### src/rtl/axi_rd_burst_engine.sv
// axi_rd_burst_engine
//   AXI read-data channel engine for the memory slave. Decoded read commands are queued in a
//   small FIFO, expanded into per-beat byte addresses (FIXED / INCR / WRAP), issued to a
//   synchronous memory read port (data one cycle after the strobe) and returned on R with full
//   valid/ready backpressure through a 2-entry output buffer.
// Ports
//   clk_i, reset_i                 clock, asynchronous active-high reset
//   cmd_*_i / cmd_ready_o          command from the read-address stage (FIFO write side)
//   mem_rd_en_o, mem_rd_addr_o     memory read strobe and beat byte address
//   mem_rd_data_i                  memory word, valid the cycle after mem_rd_en_o
//   rid_o, rdata_o, rresp_o,
//   rlast_o, rvalid_o, rready_i    AXI R channel
//   busy_o                         commands queued, burst active or beats buffered
module axi_rd_burst_engine #(
    parameter int unsigned ADD_WIDTH    = 32,
    parameter int unsigned DATA_WIDTH   = 32,
    parameter int unsigned ADD_ID_WIDTH = 4,
    parameter int unsigned LEN_WIDTH    = 8,
    parameter int unsigned CMD_DEPTH    = 4
) (
    input  logic                    clk_i,
    input  logic                    reset_i,
    input  logic                    cmd_valid_i,
    output logic                    cmd_ready_o,
    input  logic [ADD_WIDTH-1:0]    cmd_addr_i,
    input  logic [LEN_WIDTH-1:0]    cmd_len_i,
    input  logic [2:0]              cmd_size_i,
    input  logic [1:0]              cmd_burst_i,
    input  logic [ADD_ID_WIDTH-1:0] cmd_id_i,
    output logic                    mem_rd_en_o,
    output logic [ADD_WIDTH-1:0]    mem_rd_addr_o,
    input  logic [DATA_WIDTH-1:0]   mem_rd_data_i,
    output logic [ADD_ID_WIDTH-1:0] rid_o,
    output logic [DATA_WIDTH-1:0]   rdata_o,
    output logic [1:0]              rresp_o,
    output logic                    rlast_o,
    output logic                    rvalid_o,
    input  logic                    rready_i,
    output logic                    busy_o
);
    localparam int unsigned PtrW    = $clog2(CMD_DEPTH);
    localparam int unsigned CntW    = PtrW + 1;
    localparam int unsigned MaxSize = $clog2(DATA_WIDTH / 8);

    typedef enum logic [0:0] {StIdle, StIssue} state_e;

    typedef struct packed {
        logic [ADD_WIDTH-1:0]    addr;
        logic [LEN_WIDTH-1:0]    len;
        logic [2:0]              size;
        logic [1:0]              burst;
        logic [ADD_ID_WIDTH-1:0] id;
    } cmd_t;

    typedef struct packed {
        logic [ADD_ID_WIDTH-1:0] id;
        logic [DATA_WIDTH-1:0]   data;
        logic [1:0]              resp;
        logic                    last;
    } beat_t;

    // ---------------- command FIFO ----------------
    cmd_t          fifo_q [CMD_DEPTH];
    logic [CntW-1:0] wr_ptr_q, rd_ptr_q, fifo_cnt, fifo_cnt_d;
    logic          cmd_ready_q, cmd_push, cmd_pop, fifo_empty;
    cmd_t          head;

    assign cmd_push   = cmd_valid_i && cmd_ready_q;
    assign fifo_cnt   = wr_ptr_q - rd_ptr_q;
    assign fifo_empty = (fifo_cnt == '0);
    assign fifo_cnt_d = fifo_cnt + CntW'(cmd_push) - CntW'(cmd_pop);
    assign head       = fifo_q[rd_ptr_q[PtrW-1:0]];

    always_ff @(posedge clk_i or posedge reset_i) begin
        if (reset_i) begin
            wr_ptr_q    <= '0;
            rd_ptr_q    <= '0;
            cmd_ready_q <= 1'b0;
        end else begin
            if (cmd_push) wr_ptr_q <= wr_ptr_q + CntW'(1);
            if (cmd_pop)  rd_ptr_q <= rd_ptr_q + CntW'(1);
            cmd_ready_q <= (fifo_cnt_d != CntW'(CMD_DEPTH));
        end
    end

    always_ff @(posedge clk_i) begin
        if (cmd_push) begin
            fifo_q[wr_ptr_q[PtrW-1:0]] <= {cmd_addr_i, cmd_len_i, cmd_size_i, cmd_burst_i, cmd_id_i};
        end
    end

    // ---------------- head decode ----------------
    logic [ADD_WIDTH-1:0] head_bytes, head_wrap_mask;
    logic                 head_len_ok, head_err;

    assign head_bytes     = ADD_WIDTH'(1) << head.size;
    assign head_wrap_mask = ((ADD_WIDTH'(head.len) + ADD_WIDTH'(1)) << head.size) - ADD_WIDTH'(1);
    assign head_len_ok    = (head.len == LEN_WIDTH'(1)) || (head.len == LEN_WIDTH'(3)) ||
                            (head.len == LEN_WIDTH'(7)) || (head.len == LEN_WIDTH'(15));
    assign head_err       = (head.burst == 2'b11) || (32'(head.size) > MaxSize) ||
                            ((head.burst == 2'b10) &&
                             (!head_len_ok || ((head.addr & (head_bytes - ADD_WIDTH'(1))) != '0)));

    // ---------------- beat generator ----------------
    state_e                  state_q, state_d;
    logic [LEN_WIDTH-1:0]    rem_q, rem_d;
    logic [ADD_WIDTH-1:0]    addr_q, addr_d, mask_q, mask_d;
    logic [2:0]              size_q, size_d;
    logic [1:0]              burst_q, burst_d;
    logic [ADD_ID_WIDTH-1:0] id_q, id_d;
    logic                    err_q, err_d;

    logic                    issue, issue_err, issue_last, credit;
    logic [ADD_ID_WIDTH-1:0] issue_id;
    logic [ADD_WIDTH-1:0]    cur_addr, cur_mask, cur_bytes, next_addr;
    logic [2:0]              cur_size;
    logic [1:0]              cur_burst;

    // In idle the head of the FIFO is issued directly, so LOAD and first ISSUE share a cycle.
    assign cur_addr  = (state_q == StIdle) ? head.addr      : addr_q;
    assign cur_mask  = (state_q == StIdle) ? head_wrap_mask : mask_q;
    assign cur_size  = (state_q == StIdle) ? head.size      : size_q;
    assign cur_burst = (state_q == StIdle) ? head.burst     : burst_q;
    assign cur_bytes = ADD_WIDTH'(1) << cur_size;

    always_comb begin
        case (cur_burst)
            2'b00:   next_addr = cur_addr;
            2'b10:   next_addr = (cur_addr & ~cur_mask) | ((cur_addr + cur_bytes) & cur_mask);
            default: next_addr = (cur_addr & ~(cur_bytes - ADD_WIDTH'(1))) + cur_bytes;
        endcase
    end

    // Output buffer state, needed for credit.
    logic [1:0] buf_cnt_q;
    logic       pipe_v_q, rvalid, r_pop;
    logic [2:0] occ;

    // Beats buffered plus beats in flight, minus the one leaving this cycle, must stay below 2.
    assign occ    = 3'(buf_cnt_q) + 3'(pipe_v_q) - 3'(r_pop);
    assign credit = (occ < 3'd2);

    always_comb begin
        state_d    = state_q;
        rem_d      = rem_q;
        addr_d     = addr_q;
        mask_d     = mask_q;
        size_d     = size_q;
        burst_d    = burst_q;
        id_d       = id_q;
        err_d      = err_q;
        cmd_pop    = 1'b0;
        issue      = 1'b0;
        issue_err  = err_q;
        issue_last = 1'b0;
        issue_id   = id_q;
        case (state_q)
            StIdle: begin
                if (!fifo_empty && credit) begin
                    cmd_pop    = 1'b1;
                    issue      = 1'b1;
                    issue_err  = head_err;
                    issue_last = (head.len == '0);
                    issue_id   = head.id;
                    addr_d     = next_addr;
                    mask_d     = head_wrap_mask;
                    size_d     = head.size;
                    burst_d    = head.burst;
                    id_d       = head.id;
                    err_d      = head_err;
                    rem_d      = head.len;
                    if (head.len != '0) state_d = StIssue;
                end
            end
            StIssue: begin
                if (credit) begin
                    issue      = 1'b1;
                    issue_last = (rem_q == LEN_WIDTH'(1));
                    addr_d     = next_addr;
                    rem_d      = rem_q - LEN_WIDTH'(1);
                    if (rem_q == LEN_WIDTH'(1)) state_d = StIdle;
                end
            end
            default: state_d = StIdle;
        endcase
    end

    always_ff @(posedge clk_i or posedge reset_i) begin
        if (reset_i) begin
            state_q <= StIdle;
            rem_q   <= '0;
            addr_q  <= '0;
            mask_q  <= '0;
            size_q  <= '0;
            burst_q <= '0;
            id_q    <= '0;
            err_q   <= 1'b0;
        end else begin
            state_q <= state_d;
            rem_q   <= rem_d;
            addr_q  <= addr_d;
            mask_q  <= mask_d;
            size_q  <= size_d;
            burst_q <= burst_d;
            id_q    <= id_d;
            err_q   <= err_d;
        end
    end

    // Error beats travel the same pipeline as reads but never strobe the memory.
    assign mem_rd_en_o   = issue && !issue_err;
    assign mem_rd_addr_o = cur_addr;

    // ---------------- read pipeline and output buffer ----------------
    logic                    pipe_err_q, pipe_last_q;
    logic [ADD_ID_WIDTH-1:0] pipe_id_q;
    logic [DATA_WIDTH-1:0]   pipe_data;
    beat_t                   pipe_beat, head_beat;
    beat_t                   buf_q [2];
    logic                    buf_rd_q, buf_wr_q, buf_nonempty, buf_push, buf_pop;

    always_ff @(posedge clk_i or posedge reset_i) begin
        if (reset_i) begin
            pipe_v_q    <= 1'b0;
            pipe_err_q  <= 1'b0;
            pipe_last_q <= 1'b0;
            pipe_id_q   <= '0;
        end else begin
            pipe_v_q    <= issue;
            pipe_err_q  <= issue_err;
            pipe_last_q <= issue_last;
            pipe_id_q   <= issue_id;
        end
    end

    assign pipe_data = pipe_err_q ? '0 : mem_rd_data_i;
    assign pipe_beat = '{id: pipe_id_q, data: pipe_data,
                         resp: (pipe_err_q ? 2'b10 : 2'b00), last: pipe_last_q};

    // An empty buffer is bypassed so returning data is visible in the cycle it arrives.
    assign buf_nonempty = (buf_cnt_q != 2'd0);
    assign rvalid       = buf_nonempty || pipe_v_q;
    assign r_pop        = rvalid && rready_i;
    assign head_beat    = buf_nonempty ? buf_q[buf_rd_q] : pipe_beat;
    assign buf_push     = pipe_v_q && (buf_nonempty || !rready_i);
    assign buf_pop      = r_pop && buf_nonempty;

    always_ff @(posedge clk_i or posedge reset_i) begin
        if (reset_i) begin
            buf_cnt_q <= 2'd0;
            buf_rd_q  <= 1'b0;
            buf_wr_q  <= 1'b0;
        end else begin
            buf_cnt_q <= buf_cnt_q + 2'(buf_push) - 2'(buf_pop);
            if (buf_push) buf_wr_q <= ~buf_wr_q;
            if (buf_pop)  buf_rd_q <= ~buf_rd_q;
        end
    end

    always_ff @(posedge clk_i) begin
        if (buf_push) buf_q[buf_wr_q] <= pipe_beat;
    end

    assign cmd_ready_o = cmd_ready_q;
    assign rvalid_o    = rvalid;
    assign rid_o       = rvalid ? head_beat.id   : '0;
    assign rdata_o     = rvalid ? head_beat.data : '0;
    assign rresp_o     = rvalid ? head_beat.resp : 2'b00;
    assign rlast_o     = rvalid && head_beat.last;
    assign busy_o      = !fifo_empty || (state_q == StIssue) || pipe_v_q || buf_nonempty;

endmodule
### config.mk
export PLATFORM = sky130hd
export DESIGN_NAME = axi_rd_burst_engine
export DESIGN_NICKNAME = d
export VERILOG_FILES = /design/src/rtl/axi_rd_burst_engine.sv
export SDC_FILE = /design/constraint.sdc
export NUM_CORES = 1
export LEC_CHECK = 0
export CAP_MARGIN = 15
export CORE_ASPECT_RATIO = 0.6
export CORE_UTILIZATION = 59
export DETAILED_ROUTE_END_ITERATION = 12
export MAX_ROUTING_LAYER = met4
export PLACE_DENSITY = 0.81
export SETUP_SLACK_MARGIN = 0.4
export SLEW_MARGIN = 20
export SYNTH_ARGS = -nofsm -noshare
export SYNTH_HDL_FRONTEND = slang
export SYNTH_SLANG_ARGS = --single-unit
### constraint.sdc
create_clock -name clk_i -period 6 [get_ports clk_i]
set_input_delay 1.2 -clock clk_i [delete_from_list [all_inputs] [get_ports clk_i]]
set_output_delay 1.2 -clock clk_i [all_outputs]
set_load 0.05 [all_outputs]
Yosys cells after proc, flatten, opt, wreduce, memory -nomap -nowiden

Memory sizes are Yosys's and may differ from the RTL's.
Cells that the tools add are included.

Equal/unequal tests: 11
Divide/modulo/power cells: 0
Add/subtract/negate cells: 16
Mux-type cells: 35
Magnitude comparators: 2
Multiply operators: 0
Shift operators: 3
Reduce and logical (&&, ||, !) cells: 31
Bitwise gates (word level): 10

Operators by type and width:

| kind                                                | number |
|---|---|
| two-way mux 32 bit                                  | 6 |
| bitwise AND 32 bit                                  | 4 |
| one-hot mux 32 bit (2 select lines)                 | 2 |
| subtractor 32 x 1 -> 32 bit (second input constant) | 3 |
| adder 32 bit                                        | 2 |
| inverter 32 bit                                     | 2 |
| << shifter 1 x 3 -> 32 bit (first input constant)   | 2 |
| two-way mux 39 bit                                  | 1 |
| bitwise OR 32 bit                                   | 1 |
| nonzero test 32 bit                                 | 1 |
| << shifter 9 x 3 -> 32 bit                          | 1 |
| == test 8 x 1 -> 1 bit (second input constant)      | 2 |
| two-way mux 8 bit                                   | 2 |
| one-hot mux 8 bit (2 select lines)                  | 1 |
| two-way mux 1 bit                                   | 15 |
| logical OR 1 bit                                    | 11 |
| adder 8 x 1 -> 9 bit (second input constant)        | 1 |
| == test 8 x 2 -> 1 bit (second input constant)      | 1 |
| == test 8 x 3 -> 1 bit (second input constant)      | 1 |
| == test 8 x 4 -> 1 bit (second input constant)      | 1 |
| logical AND 1 bit                                   | 8 |
| zero test 8 bit                                     | 1 |
| nonzero test 8 bit                                  | 1 |
| subtractor 8 x 1 -> 8 bit (second input constant)   | 1 |
| other kinds (22)                                    | 37 |

Output and inout bits: 75
RAM bits: 274
Register bits after elaboration: 96
Logic and storage cells: 126
Bits in read-only memories: 0
Memories kept: 2
Latch bits: 0
Input bits: 85

Memories:

| name   | depth | width | rd ports | clocked after Yosys merged registers in | wr ports | RTL line | RTL |
|---|---|---|---|---|---|---|---|
| fifo_q | 4     | 49    | 1        | 0                                       | 1        | 63       | `cmd_t fifo_q [CMD_DEPTH];` |
| buf_q  | 2     | 39    | 1        | 0                                       | 1        | 219      | `beat_t buf_q [2];` |

Depth between registers and ports, before layout

Gate-level depths: netlist (run 1).
An unclocked memory read counts as a cell.

Depth after elaboration: 13
Depth in mapped cells: 24
Mapped depth without buffers: 19

Least setup slack after synthesis (run 1)

OpenSTA, ideal clock, no wires.

Path kind: register -> output
From: register rd_ptr_q[0]
To: output port mem_rd_en_o
Stages on the path, launching flop included: 17
Data arrival time: 4.205 ns
Path slack: 0.595 ns
Data required time: 4.800 ns
Path buffers: 4
Cell sequence: dfrtp_1 > buf_6 > buf_4 > mux4_2 > buf_2 > buf_2 > nor2_1 > nand2_1 > ha_1 > nor2b_1 > a2111oi_0 > and3_1 > nand4_1 > a221o_1 > o21ai_0 > a41oi_1 > nor2_1

Longest elaborated chain between the ends: 13
Elaborated cells on any way between the ends: 30
Classes of those cells: add/sub: 2; order compare: 1; eq/ne: 6; shift: 1; mux: 4; bitwise: 1; reduce/logical: 14; memory: 1

Ends and longest elaborated chain:

| element                                                                           | RTL line | RTL |
|---|---|---|
| from (decl)                                                                       | 64       | `logic [CntW-1:0] wr_ptr_q, rd_ptr_q, fifo_cnt, fifo_cnt_d;` |
| from (signal assigned)                                                            | 81       | `if (cmd_pop) rd_ptr_q <= rd_ptr_q + CntW'(1);` |
| parallel branches: the longest is 12 deep, another holds memory read (4 x 49 bit) | n/a      |  |
| logical AND 1 bit (*)                                                             | 211      | `assign mem_rd_en_o = issue && !issue_err;` |
| to (decl)                                                                         | 30       | `output logic mem_rd_en_o,` |

Every way passes the cells marked *.

Final worst setup path (run 1)

Same ends and word-level chain as after synthesis.

==> flow_metrics.tcl, run 1 <==
set metrics [dict create \
    final_nets 1974 \
    gp_congestion 0.996 \
    cts.sinks 367 \
    die_h_um 143 \
    die-width_um 237 \
    antenna_cells 0 \
    ant_nets 0 \
    yosysTopAreaCell "edfxtp_1" \
    synth_area_um2 19600 \
    antenna_found_initial 0 \
    tritoncts "done" \
    ys_warn_count 0 \
    cp.arrival_ns 4.19 \
    worst_slew_pin_slew_ns 0.960 \
    hold_viol_final 0 \
    io_pins 160 \
    cts_hold_buf 0 \
    cts-root-buf "clkbuf_16" \
    fp.dieArea_um2 34000 \
    wl_met1_um 24000 \
    period_share_pct 89.8 \
    met3_length_um 6950 \
    clk_path_buf_depth 3 \
    drt_iter0_drc 2079 \
    grtUsageTotal_pct 34.4 \
    post_drt_wl_per_cell_um 24.7 \
    cp_max_fo 7 \
    status "complete, no violations" \
    syn_nets 1840 \
    hp-class "flop to flop" \
    first_pass_iters 6 \
    dp_hpwl_um 39200 \
    criticalPathCategory "flop to primary output" \
    nFillCells 2247 \
    synthFlopType "edfxtp_1" \
    drv_cap 0 \
    skew_ns 0.0221 \
    synth_edf_count 272 \
    grt-ovfl-total 0 \
    clkTransAtPathRegs_ns 0.07 \
    drt_wl_total_um 56800 \
    clk-insertion-delay-late_ns 0.55 \
    ys_types 105 \
    fmax_mhz 186 \
    ys_seq_elements 367 \
    dr_wl_met2_um 24700 \
    htree_levels 2 \
    grt_max_degree 80 \
    r2r_start "rd_ptr_q[0]$_DFFE_PP0P_" \
    postSynthCellCount 1715 \
    synth_top_area_share_pct 41.6 \
    end_kind "primary output" \
    crit_path_start_kind "flop" \
    initial_core_util_pct 60.3 \
    slew-limit-headroom_pct 36.0 \
    area_delta_synth_final_pct 16.3 \
    syn_avg_cell_area_um2 11.4 \
    fin_crit_ns 5.39 \
    cts_made_buffers 35 \
    setup_tns_ns 0 \
    drc 0 \
    vias 15200 \
    via_per_inst 6.62 \
    startpoint "rd_ptr_q[0]$_DFFE_PP0P_" \
    synth_async_sr_flop_share_pct 25.9 \
    slew_violations 0 \
    fp.coreArea_um2 32500 \
    grt_pass1_vias 14200 \
    portBuffers 158 \
    num_rows 51 \
    rsz0062_at_grt "no" \
    top_layer "met4" \
    grt_pass1_wl_um 85400 \
    ys_seq_area_share_pct 53.8 \
    crit_required_ns 4.80 \
    setup_viol 0 \
    hp-start "mask_q[18]$_DFFE_PP0P_" \
    drive_above_1_share_pct 11.4 \
    synthTopCellsByArea "edfxtp_1 42%, dfrtp_1 12%, mux4_2 5.6%, nand2_1 4.9%, mux2i_1 3.6%" \
]
-- synth_stat cells, types with 6 or more instances --
master    number
a21boi_0       6
edfxtp_1     272
inv_1         45
a31oi_1       14
xor2_1        16
o31ai_1        9
clkbuf_1      57
or3_1         11
o21ai_1        7
nor4_1        12
a21oi_1       60
dfrtp_1       95
a21o_1         7
o21ai_0      102
nor3_1        26
nor2b_1       39
nor2_1        87
buf_4         10
mux2_2        10
o211ai_1      15
buf_1         13
a211oi_1      14
a22oi_1        6
xnor2_1       50
nand2_1      256
nand2b_1      10
mux2i_1       70
nand4_1       26
and3_1        19
nand3_1       78
mux4_2        49
o22ai_1       10
o221ai_1       7
ha_1          36
and2_1        10
buf_2         18
or4_1         10
-- final timing paths --
kind,to,slack (ns),cells after the start
max,mem_rd_en_o,0.61,13
min,mask_q[18]$_DFFE_PP0P_,0.47,2
max reg2reg,addr_q[31]$_DFFE_PP0P_,0.80,18
min reg2reg,mask_q[18]$_DFFE_PP0P_,0.47,2
max in group asynchronous,mask_q[22]$_DFFE_PP0P_,3.75,3
min in group asynchronous,addr_q[5]$_DFFE_PP0P_,1.22,2
-- layer usage --
metal,vias up,track usage (%)
li1,6687,-
met1,7428,49.3
met2,978,48.7
met3,103,8.97
met4,0,8.66
met5,-,-
-- sequential cells by signal (all words and copies together), names as in the netlist, 2 cells and up --
register   flops
addr_q        32
buf_cnt_q      2
buf_q         76
burst_q        2
fifo_q       196
mask_q        31
pipe_id_q      4
rd_ptr_q       3
rem_q          8
size_q         3
wr_ptr_q       3
-- final cells by class --
class | instances | area (um2) | area share (%)
tap | 424 | 531 | 2.33
multi-input combinational | 1198 | 8470 | 37.1
inverter | 48 | 183 | 0.801
timing repair buffer | 199 | 1940 | 8.51
clock inverter | 19 | 224 | 0.982
sequential | 367 | 10600 | 46.3
clock buffer | 42 | 912 | 4.00
-- per-stage QoR --
stage | setup slack (ns) | std cells | cell area [um2] | utilization [%] | hold slack, ns
3_5_place_dp | 0.586 | 2230 | 21600 | 66.3 | 0.450
4_1_cts | 0.410 | 2296 | 22800 | 69.9 | 0.465
3_3_place_gp | 0.707 | 2230 | 21600 | 66.3 | 0.443
6_report | 0.612 | 2297 | 22800 | 70.1 | 0.473
2_1_floorplan | 0.595 | 1715 | 19600 | - | 0.432
5_1_grt | 0.431 | 2297 | 22800 | 70.1 | 0.497
-- kinds of logic (layout without fill, tap and decap cells) --
kind of cell / Yosys count / in the layout / synth area share, %
adder cells (fa/ha/maj): 40 / 40 / 2.71
XOR/XNOR: 68 / 68 / 3.11
multiplexers: 130 / 130 / 9.85
AO/OA/AOI/OAI: 333 / 333 / 11.4
flip-flops: 367 / 367 / 53.8
other: 1 / 1 / 0.0191
AND/OR/NAND/NOR: 626 / 626 / 15.8
buffers and inverters: 150 / 308 / 3.33
-- cells in the final DEF, fill, tap and decap left out, types with 36 or more instances in the layout --
cell and count:
edfxtp_1 272, nand3_1 77, clkdlybuf4s50_1 157, ha_1 36, nand2_1 256, mux2i_1 70
dfrtp_1 91, inv_1 43, xnor2_1 50, mux4_2 49, a21oi_1 60, o21ai_0 102
nor2b_1 39, nor2_1 83
-- worst max-delay path: stages, from the launching register on --
cell and delay (ns):
dfrtp_4 0.48, mux4_2 0.56, nor2_4 0.27, nand2_1 0.15, ha_1 0.30, nor2b_1 0.04
a2111oi_1 0.36, and3_1 0.22, nand4_1 0.09, a221o_1 0.27, o21ai_0 0.26, a41oi_1 0.21
nor2_2 0.25, buf_12 0.16
-- what timing repair did --
action | CTS | global route
resized for setup | 3 | 11
pin swaps | 0 | 2
buffers inserted | 5 | 0
endpoints found under the setup margin | 1 | 1
gates cloned | 0 | 0
Power of run 1 is not shown: default switching activity piles up to over one toggle a cycle in this logic, so the estimate is an artifact.
==> inputs of run 2 (changes only) <==
Settings changed: CORE_UTILIZATION 59 to 60, CTS_BUF_LIST from default to sky130_fd_sc_hd__clkbuf_8.
==> run 2 against run 1 <==
  * Die area is 1.6% lower
  * Final area is 0.32% lower
  * Worst hold slack worse by 0.0052 ns
  * Highest routed layer unchanged
  * Global-route usage is 0.76 points higher
  * Non-clock buffer count is 2 lower
  * Critical path type unchanged
  * Critical endpoint unchanged
==> flow_metrics.tcl, run 2 (synthesized netlist as in run 1, its figures left out) <==
set metrics [dict create \
    final_common_cell "edfxtp_1" \
    drt_wl_total_um 56900 \
    dp_hpwl_um 39700 \
    drt_iter0_drc 2063 \
    grt_pass1_wl_um 86400 \
    crit_path_start_kind "flop" \
    cts-root-buf "clkbuf_8" \
    cp_max_fo 37 \
    setup_viol 0 \
    worst_slew_pin_slew_ns 0.920 \
    period_share_pct 90.3 \
    grt_pass1_vias 14400 \
    seq_area_um2 10600 \
    antenna_found_initial 2 \
    first_pass_iters 8 \
    initial_core_util_pct 62.0 \
    skew_ns 0.0230 \
    mostFrequentLayoutCells "272 x edfxtp_1, 256 x nand2_1, 157 x clkdlybuf4s50_1, 101 x o21ai_0, 91 x dfrtp_1" \
    tritoncts "done" \
    area_delta_synth_final_pct 15.9 \
    via_per_inst 6.56 \
    grt_max_degree 80 \
    post_drt_wl_per_cell_um 24.5 \
    cts_made_buffers 52 \
    setup_tns_ns 0 \
    portBuffers 158 \
    grtUsageTotal_pct 35.2 \
    drive_above_1_share_pct 12.1 \
    vias 15300 \
    gp_congestion 0.974 \
    slew_violations 0 \
    cts.sinks 367 \
    htree_levels 2 \
    end_kind "primary output" \
    status "complete, no violations" \
    cts_hold_buf 0 \
    multi_input_area_um2 8480 \
    fmax_mhz 185 \
    fp.coreArea_um2 31700 \
    drv_cap 0 \
    rsz0062_at_grt "no" \
    fin_crit_ns 5.42 \
    io_pins 160 \
    die_h_um 142 \
    drc 0 \
    clkTransAtPathRegs_ns 0.07 \
    largest_reg_flops 196 \
    clk-insertion-delay-late_ns 0.63 \
    final_nets 1989 \
    die-width_um 235 \
    criticalPathCategory "flop to primary output" \
    crit_required_ns 4.80 \
    num_rows 50 \
    grt-ovfl-total 0 \
    hp-class "flop to flop" \
    fp.dieArea_um2 33400 \
    clk_path_buf_depth 3 \
    ant_nets 0 \
    slew-limit-headroom_pct 38.7 \
    nFillCells 2202 \
    hold_viol_final 0 \
    cp.arrival_ns 4.22 \
]
## run 2: cell type report
cell class,instances,area share (%)
Timing Repair Buffer,197,8.42
Antenna cell,3,0.0330
Clock buffer,60,3.63
Tap cell,416,2.29
Sequential cell,367,46.4
Inverter,48,0.803
Multi-Input combinational cell,1198,37.3
Clock inverter,37,1.12
## run 2: metrics by stage
stage | hold slack, ns | cell area (um2) | utilization, % | worst slack [ns] | instances
final | 0.468 | 22700 | 71.8 | 0.580 | 2326
after global routing | 0.496 | 22700 | 71.8 | 0.424 | 2325
after CTS | 0.470 | 22700 | 71.6 | 0.472 | 2322
after detailed placement | 0.456 | 21500 | 68.1 | 0.657 | 2220
after global placement | 0.444 | 21500 | 68.1 | 0.754 | 2220
after floorplan | 0.432 | 19600 | - | 0.595 | 1715
## run 2: routing by layer
metal / vias to the layer above / track usage (%) / share of wire, %
met5: - / - / 0
met4: 0 / 8.26 / 2.1
met3: 121 / 8.57 / 11
met2: 884 / 50.3 / 43
met1: 7514 / 50.8 / 43
li1: 6745 / - / -
## run 2: worst paths after layout
kind                                              start                endpoint  slack [ns]  depth (start not counted)
worst min-delay path             mask_q[18]$_DFFE_PP0P_  mask_q[18]$_DFFE_PP0P_        0.47                          2
max in group asynchronous                       reset_i  addr_q[22]$_DFFE_PP0P_        3.86                          3
worst max-delay path            rd_ptr_q[1]$_DFFE_PP0P_             mem_rd_en_o        0.58                         11
worst max register to register  rd_ptr_q[1]$_DFFE_PP0P_  addr_q[31]$_DFFE_PP0P_        0.69                         17
min in group asynchronous                       reset_i   addr_q[4]$_DFFE_PP0P_        1.10                          2
worst min register to register   mask_q[18]$_DFFE_PP0P_  mask_q[18]$_DFFE_PP0P_        0.47                          2
## run 2: worst max-delay path, stage by stage (launching register included)
cell,delay [ns]
dfrtp_4,0.61
buf_4,0.53
mux4_2,0.53
nor2b_1,0.18
a2111oi_0,0.34
and3_1,0.20
nand4_1,0.11
a221o_1,0.30
o21ai_1,0.18
a41oi_1,0.19
nor2_2,0.25
buf_12,0.17
## run 2: timing repair
item                                    4_1_cts  5_1_grt
endpoints found under the setup margin        1        1
pin swaps                                     0        1
setup buffers                                 5        0
hold endpoints to repair                      0        0
gates cloned                                  0        0
gates resized for setup                       4        9
Power of run 2 is left out for the same reason.
==> inputs of run 3 (changes only) <==
Settings changed: DONT_BUFFER_PORTS from default to 1, MAX_ROUTING_LAYER met4 to default, PLACE_DENSITY 0.81 to 0.75.
==> run 3 against run 2 <==
  * Die area unchanged
  * Flip-flop and latch count stayed put
  * Sequential share of layout area rose by 3.4 points
  * Critical path depth increased by 3
  * Utilization fell by 4.9 points
  * Worst hold slack worse by 0.0013 ns
  * First-iteration DRC count fell by 2.0%
==> flow_metrics.tcl, run 3 (synthesized netlist as in run 1, its figures left out) <==
set metrics [dict create \
    status "complete, no violations" \
    fmax_mhz 184 \
    die-width_um 235 \
    fin_crit_ns 5.44 \
    antenna_found_initial 1 \
    initial_core_util_pct 62.0 \
    grtUsageTotal_pct 33.8 \
    cp_max_fo 9 \
    grt-ovfl-total 0 \
    drive_above_1_share_pct 13.6 \
    ant_nets 0 \
    slowest_stage "mux4_2" \
    skew_ns 0.0403 \
    die_h_um 142 \
    cts_hold_buf 0 \
    worstRegToRegCells 17 \
    mostFrequentLayoutCells "272 x edfxtp_1, 256 x nand2_1, 91 x dfrtp_1, 84 x nor2_1, 77 x nand3_1" \
    largest_reg_flops 196 \
    fp.coreArea_um2 31700 \
    vias 14500 \
    hold_depth 2 \
    cts_made_buffers 52 \
    cts-root-buf "clkbuf_8" \
    seq_area_um2 10600 \
    crit_required_ns 4.80 \
    slew_violations 0 \
    grt_pass1_vias 13700 \
    hp-class "flop to flop" \
    num_rows 50 \
    criticalPathCategory "flop to primary output" \
    period_share_pct 90.7 \
    drc 0 \
    end_kind "primary output" \
    crit_path_start_kind "flop" \
    worst_slack_ns 0.560 \
    cp.buffers_inverters 2 \
    drt_wl_total_um 56000 \
    cpLargestDelayFamily "compound AO/OA/AOI/OAI gates" \
    r2r_start "rd_ptr_q[0]$_DFFE_PP0P_" \
    grt_max_degree 80 \
    grt_pass1_wl_um 84800 \
    gp_congestion 0.990 \
    dp_hpwl_um 39300 \
    fp.dieArea_um2 33400 \
    hold_end "mask_q[18]$_DFFE_PP0P_" \
    rsz0062_at_grt "yes" \
    io_pins 160 \
    final_common_cell "edfxtp_1" \
    startpoint "rd_ptr_q[0]$_DFFE_PP0P_" \
    worst_slew_pin_slew_ns 1.07 \
    hp-start "mask_q[18]$_DFFE_PP0P_" \
    setup_tns_ns 0 \
    hold_viol_final 0 \
    slew-limit-headroom_pct 28.2 \
    slowest_delay_ns 0.63 \
    r2r_setup_slack_ns 0.82 \
    place_ws_ns 0.565 \
    hold_ws_ns 0.466 \
    crit_path_cell_trace "mux4_2 -> and2_2 -> nand2_1 -> inv_1 -> ha_1 -> nor2b_1 -> a2111oi_1 -> and3_1 -> nand4_1 -> a221o_1 -> o21ai_1 -> a41oi_2 -> nor2_1 -> buf_4" \
    htree_levels 2 \
    cp.arrival_ns 4.24 \
    final_nets 1842 \
    clk-insertion-delay-late_ns 0.64 \
    drv_cap 0 \
    cts.sinks 367 \
    portBuffers 0 \
    nFillCells 2353 \
    r2r_end "addr_q[31]$_DFFE_PP0P_" \
    first_pass_iters 6 \
    via_per_inst 6.66 \
    area_delta_synth_final_pct 7.97 \
    clkTransAtPathRegs_ns 0.09 \
    setup_viol 0 \
    multi_input_area_um2 8500 \
    drt_iter0_drc 2021 \
    post_drt_wl_per_cell_um 25.7 \
    clk_path_buf_depth 3 \
    tritoncts "done" \
]
==> run 3: cell types whose count changed in the layout (fill, tap and decap cells not counted), sizes merged <==
cell | previous run | this run
clkdlybuf4s50 | 157 | 0
clkinv | 11 | 19
diode | 3 | 1
inv | 69 | 64
clkbuf | 61 | 60
buf | 39 | 49
mux4 | 49 | 50
clkinvlp | 2 | 1
bufinv | 3 | 1
==> run 3: worst max-delay path by stage <==
stage | to | slack [ns] | cells past startpoint
finish | mem_rd_en_o | 0.56 | 14
global route | mem_rd_en_o | 0.35 | 14
CTS | mem_rd_en_o | 0.44 | 14
detailed placement | addr_q[26]$_DFFE_PP0P_ | 0.57 | 17
global placement | addr_q[26]$_DFFE_PP0P_ | 0.72 | 17
floorplan | mem_rd_en_o | 0.59 | 16
==> run 3: worst reg2reg max path, cell delays in order (launching register included) <==
cell and delay, ns:
dfrtp_4 0.55, buf_4 0.18, mux4_2 0.60, ha_1 0.43, nand3_1 0.20, xor2_2 0.38
a211oi_2 0.23, a2111oi_2 0.45, o311a_1 0.29, a2bb2oi_1 0.27, nand2_1 0.11, a21oi_1 0.21
ha_1 0.24, a31oi_1 0.14, nor4_1 0.29, xnor2_1 0.11, a221oi_1 0.30, nor2_1 0.07
==> run 3: final cells by class <==
class,count,area share (%)
Sequential cell,367,49.8
Inverter,48,0.863
Clock buffer,60,3.90
Tap cell,416,2.46
Multi-Input combinational cell,1199,40.2
Clock inverter,37,0.951
Antenna cell,1,0.0118
Timing Repair Buffer,49,1.81
==> run 3: per-stage QoR <==
step                      instance area [um2]  instances  utilization [%]
after floorplan                         19600       1715                -
after global routing                    21200       2176             66.9
final                                   21200       2177             66.9
after detailed placement                20000       2069             63.2
after CTS                               21100       2175             66.8
after global placement                  20000       2069             63.2
==> run 3: timing repair <==
action                     in CTS  in global routing
setup endpoints to repair       1                  4
setup buffers                   8                  0
cloned                          1                  0
resized for setup               2                  7
==> run 3: layer usage <==
metal | track usage [%] | share of wire [%] | vias up
li1 | - | - | 6437
met4 | 8.29 | 1.8 | 2
met3 | 12.5 | 14 | 93
met5 | 0 | 0.023 | -
met1 | 51.5 | 43 | 7070
met2 | 45.1 | 41 | 904
Power of run 3 is left out for the same reason.
==> edit: new RTL, config.mk and constraints of run 1 <==
Make the reset (`reset_i`) synchronous in 4 clocked blocks. Comments in the files are not updated.
--- a/src/rtl/axi_rd_burst_engine.sv
+++ b/src/rtl/axi_rd_burst_engine.sv
@@ -71,7 +71,7 @@
     assign fifo_cnt_d = fifo_cnt + CntW'(cmd_push) - CntW'(cmd_pop);
     assign head       = fifo_q[rd_ptr_q[PtrW-1:0]];
 
-    always_ff @(posedge clk_i or posedge reset_i) begin
+    always_ff @(posedge clk_i) begin
         if (reset_i) begin
             wr_ptr_q    <= '0;
             rd_ptr_q    <= '0;
@@ -185,7 +185,7 @@
         endcase
     end
 
-    always_ff @(posedge clk_i or posedge reset_i) begin
+    always_ff @(posedge clk_i) begin
         if (reset_i) begin
             state_q <= StIdle;
             rem_q   <= '0;
@@ -219,7 +219,7 @@
     beat_t                   buf_q [2];
     logic                    buf_rd_q, buf_wr_q, buf_nonempty, buf_push, buf_pop;
 
-    always_ff @(posedge clk_i or posedge reset_i) begin
+    always_ff @(posedge clk_i) begin
         if (reset_i) begin
             pipe_v_q    <= 1'b0;
             pipe_err_q  <= 1'b0;
@@ -245,7 +245,7 @@
     assign buf_push     = pipe_v_q && (buf_nonempty || !rready_i);
     assign buf_pop      = r_pop && buf_nonempty;
 
-    always_ff @(posedge clk_i or posedge reset_i) begin
+    always_ff @(posedge clk_i) begin
         if (reset_i) begin
             buf_cnt_q <= 2'd0;
             buf_rd_q  <= 1'b0;
Function: differs if reset_i is asserted again (counterexample within 4 cycles, from zero or initial values and one cycle with reset_i high); with reset_i held inactive, the same outputs for 4 cycles.
==> edit against run 1 <==
  * Die area is 4.0% lower
  * Area after synthesis shrank 4.0%
  * Register-to-register slack got worse by 0.09 ns
  * Clock skew decreased by 0.0045 ns
  * Sequential cell count up 3
  * Hold slack got worse by 0.015 ns
  * Setup slack worse by 0.028 ns
  * First-iteration DRC count grew 4.7%
  * Design area decreased by 3.0%
  * Routed wire length is 8.6% lower
==> edit: results (changes against run 1) <==
| Metric | Value |
|---|---|
| Status | complete, no violations |
| Vias in the first global route | 14100 (-0.34%) |
| R2R setup slack | 0.71 ns (-0.09 ns) |
| # nets final | 1958 (-0.81%) |
| Synthesized Nets | 1824 (-0.87%) |
| Top cells by area, synth | edfxtp_1, dfxtp_1, mux4_2 |
| DP Wirelength | 36000 um (-8.2%) |
| Crit path max fanout | 15 (+8) |
| WP data arrival | 4.22 ns (+0.03 ns) |
| Max rail drop VDD | 0.366 mV |
| Post-CTS setup buffer count | 0 (-5) |
| Hold worst-path end | addr_q[23] |
| Iteration-0 DRC Markers | 2176 (+4.7%) |
| First-pass GRT wire length | 79900 um (-6.5%) |
| WL final | 51900 um (-8.6%) |
| Gp weighted congestion | 1.01 (+0.94%) |
| Met2 Usage GRT | 46.6% (-2.1 points) |
| Most frequent cells after synthesis | edfxtp_1, nand2_1, nor2_1 |
| Resized Gates After CTS | 2 (-1) |
| CTS buffer count | 36 (+2.9%) |
| Overall Global Routing Usage | 33.0% (-1.4 points) |
| Worst Reg-to-Reg Cells | 17 (-1) |
| Met1 Use GR | 47.5% (-1.8 points) |
| CTS Buffer Depth | 3 (unchanged) |
| Layout cells sized above 1 | 10.3% (-1.1 points) |
| Met3 wire length | 5620 um (-19%) |
| Mean Syn Cell Area | 11.1 um2 (-3.1%) |
| Routed length on met2 | 22500 um (-9.1%) |
| Seq/Total Area, Yosys | 53.8% (about the same) |
| DP Cell Count | 2204 (-1.2%) |
| M3 GR Usage | 8.16% (-0.81 points) |
| Reg2reg end | addr_q[19] |
| Vias/cell | 6.44 (-2.7%) |
| Gr busiest metal | met1 |
| Final std cells w/o fill | 2277 (-0.87%) |
| CP max stage delay | 0.66 ns (+0.10 ns) |
| Min-delay src | addr_q[23] |
| Synth cell types | 87 (-17%) |
==> edit: kinds of logic after synthesis <==
logic type	share of synthesized area, %
muxes	10.4
adders and majority gates	2.87
AOI/OAI and AO/OA	12.5
DFF	53.8
and+or+nand+nor	14.8
xor gates and xnor gates	2.51
other	0.0199
buffers and inverters	3.12
==> edit: tightest hold or removal path, stage by stage, from the launching register on <==
cell and delay, ns:
dfxtp_1 0.33, nand2_1 0.05, o21ai_0 0.05
==> edit: worst max path at each step <==
stage | slack (ns) | endpoint | depth (start not counted) | start
2_1_floorplan | 0.56 | addr_q[10] | 23 | state_q
3_3_place_gp | 0.76 | addr_q[19] | 17 | register
3_5_place_dp | 0.71 | addr_q[19] | 17 | register
4_1_cts | 0.43 | mem_rd_en_o | 14 | register
5_1_grt | 0.41 | mem_rd_en_o | 14 | register
6_report | 0.58 | mem_rd_en_o | 14 | register
==> edit: cell type report <==
| type | count | area, um2 |
|---|---|---|
| Clock buffer | 49 | 1040 |
| Sequential cell | 370 | 10100 |
| Timing Repair Buffer | 193 | 1870 |
| Tap cell | 416 | 520 |
| Clock inverter | 17 | 226 |
| Multi-Input combinational cell | 1186 | 8160 |
| Inverter | 46 | 173 |
| Fill cell | 2251 | 9150 |
==> edit: power by group <==
part,internal (W),switching (W)
Sequential,0.00312,0.000202
Combinational,0.00219,0.00449
Clock,0.00144,0.000984
Total,0.00675,0.00567
==> edit: per-stage QoR <==
step | power, W | hold slack (ns) | instance area, um2
floorplan | 0.00787 | 0.425 | 18800
global placement | 0.00966 | 0.441 | 20800
detailed placement | 0.00980 | 0.444 | 20800
CTS | 0.0122 | 0.458 | 22000
global route | 0.0130 | 0.473 | 22100
finish | 0.0124 | 0.458 | 22100
